===== config.mk =====
export PLATFORM = sky130hd
export DESIGN_NAME = sin_block
export DESIGN_NICKNAME = d
export VERILOG_FILES = /design/src/rtl/sin_pkg.sv /design/src/rtl/sin_quarter_rom.sv /design/src/rtl/sin_block.sv
export SDC_FILE = /design/constraint.sdc
export NUM_CORES = 1
export LEC_CHECK = 0
export CORE_AREA = 2 2 199 152
export CTS_CLUSTER_SIZE = 28
export DETAILED_ROUTE_END_ITERATION = 6
export DIE_AREA = 0 0 201 154
export PLACE_DENSITY = 0.56
export SYNTH_ARGS = -nofsm -noshare
export SYNTH_HDL_FRONTEND = slang
export SYNTH_HIERARCHICAL = 1
export SYNTH_SLANG_ARGS = --single-unit

===== constraint.sdc =====
create_clock -name clk -period 16.7 [get_ports clk]
set_clock_uncertainty 0.2 [all_clocks]
set_input_delay 1.67 -clock clk [delete_from_list [all_inputs] [get_ports clk]]
set_output_delay 1.67 -clock clk [all_outputs]
set_load 0.005 [all_outputs]

===== src/rtl/sin_pkg.sv =====
// Shared constants, quadrant type and the quarter-wave sine table for sin_block.
// The table is built at elaboration with an integer Taylor series, so no real arithmetic reaches hardware.
package sin_pkg;

  localparam int PHASE_W   = 16;
  localparam int OUT_W     = 16;
  localparam int SEG_BITS  = 7;
  localparam int FRAC_BITS = 7;
  localparam int LATENCY   = 2;

  localparam int K_W   = SEG_BITS + 1;
  localparam int TBL_N = (1 << SEG_BITS) + 1;
  localparam int TBL_W = SEG_BITS + FRAC_BITS + 1;

  localparam logic [OUT_W-1:0] ONE = 16'h4000;

  typedef enum logic [1:0] {Q0, Q1, Q2, Q3} quad_e;

  // round(16384*sin(k*pi/256)) for k = 0..128, packed 15 bits per entry, entry k at bit k*15
  function automatic logic [TBL_N*TBL_W-1:0] build_table();
    logic [TBL_N*TBL_W-1:0] t;
    longint pi_q30;
    longint theta;
    longint term;
    longint acc;
    pi_q30 = 64'sd3373259426;
    t = '0;
    for (int k = 0; k < TBL_N; k++) begin
      theta = (pi_q30 * longint'(k)) >>> 8;
      term  = theta;
      acc   = theta;
      for (int n = 1; n <= 8; n++) begin
        term = (term * theta) >>> 30;
        term = (term * theta) >>> 30;
        term = -term / longint'((2 * n) * (2 * n + 1));
        acc  = acc + term;
      end
      t[k*TBL_W +: TBL_W] = TBL_W'((acc * 64'sd16384 + (64'sd1 <<< 29)) >>> 30);
    end
    return t;
  endfunction

  localparam logic [TBL_N*TBL_W-1:0] SIN_TBL = build_table();

endpackage


===== src/rtl/sin_quarter_rom.sv =====
// Combinational dual-read of the 129-entry quarter-wave table: T[k] and T[k+1].
module sin_quarter_rom
  import sin_pkg::*;
(
  input  logic [K_W-1:0]   k_i,
  output logic [TBL_W-1:0] t0_o,
  output logic [TBL_W-1:0] t1_o
);

  localparam logic [K_W-1:0] SEG_LAST = K_W'(TBL_N - 1);

  logic [K_W-1:0] k_next;

  // At the last index the fraction is always zero, so clamp rather than read past the table.
  assign k_next = (k_i >= SEG_LAST) ? SEG_LAST : k_i + K_W'(1);

  assign t0_o = SIN_TBL[int'(k_i) * TBL_W +: TBL_W];
  assign t1_o = SIN_TBL[int'(k_next) * TBL_W +: TBL_W];

endmodule


===== src/rtl/sin_block.sv =====
// Pipelined Q2.14 sine/cosine generator: stage 1 folds the phase into index/fraction/sign,
// stage 2 interpolates between adjacent table entries and applies the sign.
module sin_block
  import sin_pkg::*;
(
  input  logic               clk,
  input  logic               reset,
  input  logic               func,
  input  logic [PHASE_W-1:0] x,
  output logic [OUT_W-1:0]   sineValue
);

  localparam logic [PHASE_W-1:0] QUARTER_TURN = PHASE_W'(ONE);
  localparam logic [TBL_W-1:0]   QUARTER_OFF  = TBL_W'(ONE);
  localparam int                 PROD_W       = TBL_W + FRAC_BITS;
  localparam logic [PROD_W-1:0]  HALF_LSB     = PROD_W'(1 << (FRAC_BITS - 1));

  logic [PHASE_W-1:0]   phase;
  quad_e                quad;
  logic [PHASE_W-3:0]   off;
  logic [TBL_W-1:0]     fold;
  logic                 neg_d, neg_q;
  logic [K_W-1:0]       k_d, k_q;
  logic [FRAC_BITS-1:0] f_d, f_q;
  logic [TBL_W-1:0]     t0, t1, step, mag;
  logic [PROD_W-1:0]    prod;
  logic [OUT_W-1:0]     sine_d, sine_q;

  assign phase = func ? x + QUARTER_TURN : x;
  assign quad  = quad_e'(phase[PHASE_W-1 -: 2]);
  assign off   = phase[PHASE_W-3:0];

  // Odd quadrants run the table backwards; mirrored offset may reach 16384 (index 128, frac 0).
  always_comb begin
    fold  = {1'b0, off};
    neg_d = 1'b0;
    unique case (quad)
      Q0: fold = {1'b0, off};
      Q1: fold = QUARTER_OFF - {1'b0, off};
      Q2: neg_d = 1'b1;
      Q3: begin
        fold  = QUARTER_OFF - {1'b0, off};
        neg_d = 1'b1;
      end
    endcase
  end

  assign k_d = fold[TBL_W-1 -: K_W];
  assign f_d = fold[FRAC_BITS-1:0];

  sin_quarter_rom u_rom (
    .k_i  (k_q),
    .t0_o (t0),
    .t1_o (t1)
  );

  // Table is monotonic over the quarter wave, so the slope is never negative.
  assign prod   = PROD_W'(t1 - t0) * PROD_W'(f_q) + HALF_LSB;
  assign step   = TBL_W'(prod >> FRAC_BITS);
  assign mag    = t0 + step;
  assign sine_d = neg_q ? OUT_W'(0) - OUT_W'(mag) : OUT_W'(mag);

  always_ff @(posedge clk or negedge reset) begin
    if (!reset) begin
      neg_q  <= 1'b0;
      k_q    <= '0;
      f_q    <= '0;
      sine_q <= '0;
    end else begin
      neg_q  <= neg_d;
      k_q    <= k_d;
      f_q    <= f_d;
      sine_q <= sine_d;
    end
  end

  assign sineValue = sine_q;

endmodule


==> impl_results.md, run 1 <==
* Antenna cell count at 0
* Critical Path Fanout Max at 48
* Dpl cells at 1942
* Largest net degree at the start of global routing at 83
* Cts bufs inserted at 5
* Biggest cell delay along the critical path at 620 ps
* Clk root buf: clkbuf_16
* DR iter-0 viols at 1559
* Final TNS setup at 0 ps
* Die width at 201 microns
* Layout cells sized above 1 at 5.84%
* Final core occ at 44.0%
* RSZ-0062 raised after global routing: no
* Fin nets at 1781
* Seq cells post-synth at 32
* Top FF cell, synth: dfrtp_1
* Period minus WS final at 12860 ps
* Fillers at 2928
* CP max-delay cell: ha_1
* Mapped Area at 12100 sq um
* R2R depth at 42
* GP Congestion at 1.04
* Wire per inst at 20.7 microns
* Setup-failing EPs final at 0
* Critical path depth in cells at 42
* Area grow syn2layout at 5.30%
* Syn Inst Count at 1606
* Unique masters post-synth at 100
* Mapped Nets at 1830
* Fin cells at 1950
* Routed WL at 40300 microns
* Crit path max-delay family: adder cells
* Slew margin rel. at 32.6%
* Clock sinks at 32
* YS warnings at 6
* Number of H-tree levels at 2
* Crit path buffers/inverters at 7
* Critical path capture point type: flop
* Worst Path Arrival at 12820 ps
* CTS Hold Bufs at 0
* Setup CP Type: reg2reg
* Worst Path Required at 16670 ps
* Initial antenna violation count at 1
* First-pass GRT wire length at 64300 microns
* Initial core utilization at 41.8%
* Crit-path most repeated cell: ha_1
* Post-CTS Setup Bufs at 0
* Vias per cell at 6.08
* Max-slew violations at 0
* Worst-Skew Late Latency at 270 ps
* DRC at 0
* Mean Syn Cell Area at 7.51 sq um
* IO Count at 35
* Fin. Hold Viols at 0
* Commonest cells after routing, fill and taps aside: 165 x inv_1, 128 x nand2_1, 123 x ha_1
* Vias in the first global route at 11.4k
* Die height at 154 microns
* Final period util at 77.0%
* DR pass1 iterations at 6
* Clock buffer depth at 2
* Commonest non-fill, non-tap cell in the layout: inv_1
* Max_cap viols at 0
* Full die area at 31000 sq um
* PostCTS Resize Cnt at 0
* Clk pin slew, worst setup/hold paths at 50 ps
* Slew @ Worst Pin at 1000 ps
* Post-route cell area at 12700 sq um
* Top achievable clock speed at 77.8 MHz
* Worst Hold Class: reg2reg
* Critical Path Source Type: flop
* Row Count at 54
* Hold Path Stages at 1
* Count of input and output buffers at 34
* Grt ovf at 0
* Area after DPL at 12500 sq um
* Gr usage total at 25.8%
* Async SR Flop Fraction at 100%
* Status: finished, final reports clean
* Final HPWL DP at 29700 microns
* Post-synth EDFFs at 0
* CTS tree: built
* DR vias at 11.9k
* Post-route ant nets at 0
* CORE AREA at 28900 sq um
* Sequential-to-total area share from yosys stat at 6.64%
-- logic make-up after synthesis --
family          synth area share, %
flops                          6.64
compound gates                 25.8
simple gates                   22.1
buf+inv                        9.96
mux                            3.32
fa+ha+maj                      26.4
xor+xnor                       5.84
-- state kept, by name (all words and copies together) (netlist names) --
name / flops
sineValue: 16
f_q: 7
neg_q: 1
k_q: 8
-- worst paths after layout --
kind	start	endpoint	slack, ps
hold reg to reg	neg_q	sineValue[15]	570
min in group asynchronous	reset	f_q[5]	1600
setup reg to reg	k_q[0]	sineValue[15]	3840
max in group asynchronous	reset	k_q[3]	14360
hold / removal	neg_q	sineValue[15]	570
setup / recovery	k_q[0]	sineValue[15]	3840
-- synth_stat cells (16+ instances only) --
library cell,instances,share of area [%]
inv_1,165,5.1
nand2_1,128,4.0
ha_1,123,13
nor2_1,115,3.6
a21oi_1,105,4.4
o21ai_0,94,3.9
fa_1,82,14
and2_1,56,2.9
clkbuf_1,54,1.7
xnor2_1,53,3.8
buf_2,39,1.6
nand3_1,37,1.5
dfrtp_1,32,6.6
nand2b_1,32,1.7
a31oi_1,31,1.6
nor2b_1,31,1.6
nor3_1,27,1.1
a211oi_1,26,1.6
o211ai_1,24,1.5
xor2_1,23,1.7
and3_1,17,0.88
a21o_1,16,1.0
-- worst reg2reg max path, delay by kind of cell (launching register included) --
| kind | cells | cell delay [ps] |
|---|---|---|
| xor+xnor | 2 | 470 |
| simple gates | 12 | 3030 |
| flops | 1 | 320 |
| fa+ha+maj | 9 | 3710 |
| compound gates | 12 | 2940 |
| buf+inv | 7 | 2080 |
-- routing by layer --
| layer | up-vias | GRT usage [%] | share of wire (%) |
|---|---|---|---|
| met5 | - | 0 | 0 |
| met4 | 0 | 6.14 | 2.5 |
| met3 | 93 | 5.81 | 10 |
| met2 | 640 | 37.3 | 41 |
| met1 | 5591 | 38.5 | 46 |
| li1 | 5536 | - | - |
-- final cells by class --
cell class                 count  area, sq um  area share [%]
clock buffer                   6          129            1.01
clock inverter                 2         35.0           0.276
inverter                     172          646            5.08
multi-input combinational   1286        10100            79.2
sequential                    32          806            6.34
tap                          392          490            3.86
timing repair buffer          60          536            4.22
-- through the flow --
step	hold slack, ps	setup WS, ps
floorplan	415	5720
global placement	560	4200
detailed placement	567	4060
CTS	572	4020
global route	637	2930
finish	574	3840
Power of run 1 is left out: the tool's default activity adds up to more than one toggle a clock period on the data nets, which glitch-free logic cannot reach.
==> inputs of run 2 (changes only) <==
Clock period 16.7 ns to 12.5 ns, I/O delays scaled along.
==> impl_results.md, run 2 (synthesis gave the netlist of run 1 again) <==
* Status: finished, final reports clean
* Row Count at 54
* Top achievable clock speed at 85.3 MHz
* Full die area at 31000 sq um
* Layout cells sized above 1 at 7.10%
* Area grow syn2layout at 6.67%
* Max-slew violations at 0
* Cts bufs inserted at 5
* Slew margin rel. at 31.4%
* Commonest cells after routing, fill and taps aside: 165 x inv_1, 128 x nand2_1, 122 x ha_1
* DRC at 0
* Initial core utilization at 41.8%
* Clk root buf: clkbuf_16
* Number of H-tree levels at 2
* Routed WL at 42600 microns
* Setup-failing EPs final at 0
* Worst Hold Class: reg2reg
* Biggest cell delay along the critical path at 550 ps
* Fin. Hold Viols at 0
* Die height at 154 microns
* Clock buffer depth at 2
* DR pass1 iterations at 5
* Initial antenna violation count at 0
* CTS tree: built
* Largest net degree at the start of global routing at 59
* IO Count at 35
* RSZ-0062 raised after global routing: no
* Die width at 201 microns
* Worst Path Arrival at 11680 ps
* Vias per cell at 6.09
* Final HPWL DP at 32300 microns
* CTS Hold Bufs at 0
* Slew @ Worst Pin at 1020 ps
* Commonest non-fill, non-tap cell in the layout: inv_1
* First-pass GRT wire length at 67500 microns
* Critical path endpoint: sineValue[15]
* Vias in the first global route at 11.5k
* Critical Path Fanout Max at 11
* R2R depth at 46
* Crit-path most repeated cell: inv_1
* RR Endpoint: sineValue[15]
* Critical R2R Launch: k_q[1]
* Flop2flop setup slack at 780 ps
* DR vias at 12.0k
* Worst-Skew Late Latency at 270 ps
* Critical path capture point type: flop
* Max_cap viols at 0
* Fillers at 2960
* Post-route ant nets at 0
* Number of flip-flops in the largest register at 16
* Setup CP Type: reg2reg
* Count of input and output buffers at 34
* Clk pin slew, worst setup/hold paths at 50 ps
* Fin nets at 1801
* Final TNS setup at 0 ps
* Gr usage total at 27.2%
* Critical Path Start: k_q[1]
* Worst Path Required at 12460 ps
* Critical Path Source Type: flop
* Wire per inst at 21.6 microns
* Clock sinks at 32
* DR iter-0 viols at 1497
* Period minus WS final at 11720 ps
* Grt ovf at 0
* Final period util at 93.7%
* CP max-delay cell: ha_1
* GP Congestion at 1.02
* Antenna cell count at 0
* CORE AREA at 28900 sq um
[run 2: cell types whose count changed in the layout (fill, tap and decap cells not counted), sizes merged]
cell  delta
buf     +20
[run 2: worst min-delay path by stage]
| stage | start | end | cells past startpoint | slack (ps) |
|---|---|---|---|---|
| final | neg_q | sineValue[15] | 1 | 570 |
| after global routing | neg_q | sineValue[15] | 1 | 630 |
| after CTS | neg_q | sineValue[15] | 1 | 570 |
| after detailed placement | neg_q | sineValue[15] | 1 | 560 |
| after global placement | neg_q | sineValue[15] | 1 | 550 |
| after floorplan | neg_q | sineValue[4] | 2 | 410 |
[run 2: critical path: cells and delay by family, from the launching register on]
family / cells / cell delay [ps]
AOI/OAI and AO/OA: 16 / 3800
and+or+nand+nor: 11 / 2240
buffers and inverters: 8 / 770
xor gates and xnor gates: 1 / 180
DFF: 1 / 510
adders and majority gates: 10 / 3890
[run 2: area by class of cell]
class                           count  area [sq um]  share of cell area (%)
Sequential cell                    32           806                    6.26
Timing Repair Buffer               80           698                    5.43
Clock inverter                      2          35.0                   0.272
Clock buffer                        6           129                    1.00
Inverter                          172           646                    5.02
Multi-Input combinational cell   1286         10100                    78.2
Tap cell                          392           490                    3.81
[run 2: timing repair]
| action | 4_1_cts | 5_1_grt |
|---|---|---|
| gates resized for setup | 0 | 1 |
| setup buffers | 0 | 0 |
| setup endpoints to repair | 0 | 1 |
| endpoints found under the hold margin | 0 | 0 |
[run 2: metal layers]
layer  track usage (%)  routed length [microns]  vias to the layer above
met5                 0                        0                        -
met4              6.38                     1040                        0
met3              3.73                     3790                       75
met2              39.4                    17600                      644
met1              42.1                    20200                     5724
li1                  -                        -                     5563
[run 2: metrics by stage]
| step | cells | setup WS, ps | util (%) | cell area (sq um) | hold WS, ps |
|---|---|---|---|---|---|
| floorplan | 1606 | 1520 | - | 12100 | 415 |
| global placement | 1962 | 971 | 44.0 | 12700 | 550 |
| detailed placement | 1962 | 776 | 44.0 | 12700 | 565 |
| CTS | 1970 | 724 | 44.6 | 12900 | 566 |
| global route | 1970 | 87.2 | 44.6 | 12900 | 634 |
| finish | 1970 | 781 | 44.6 | 12900 | 573 |
Power of run 2 is left out for the same reason.
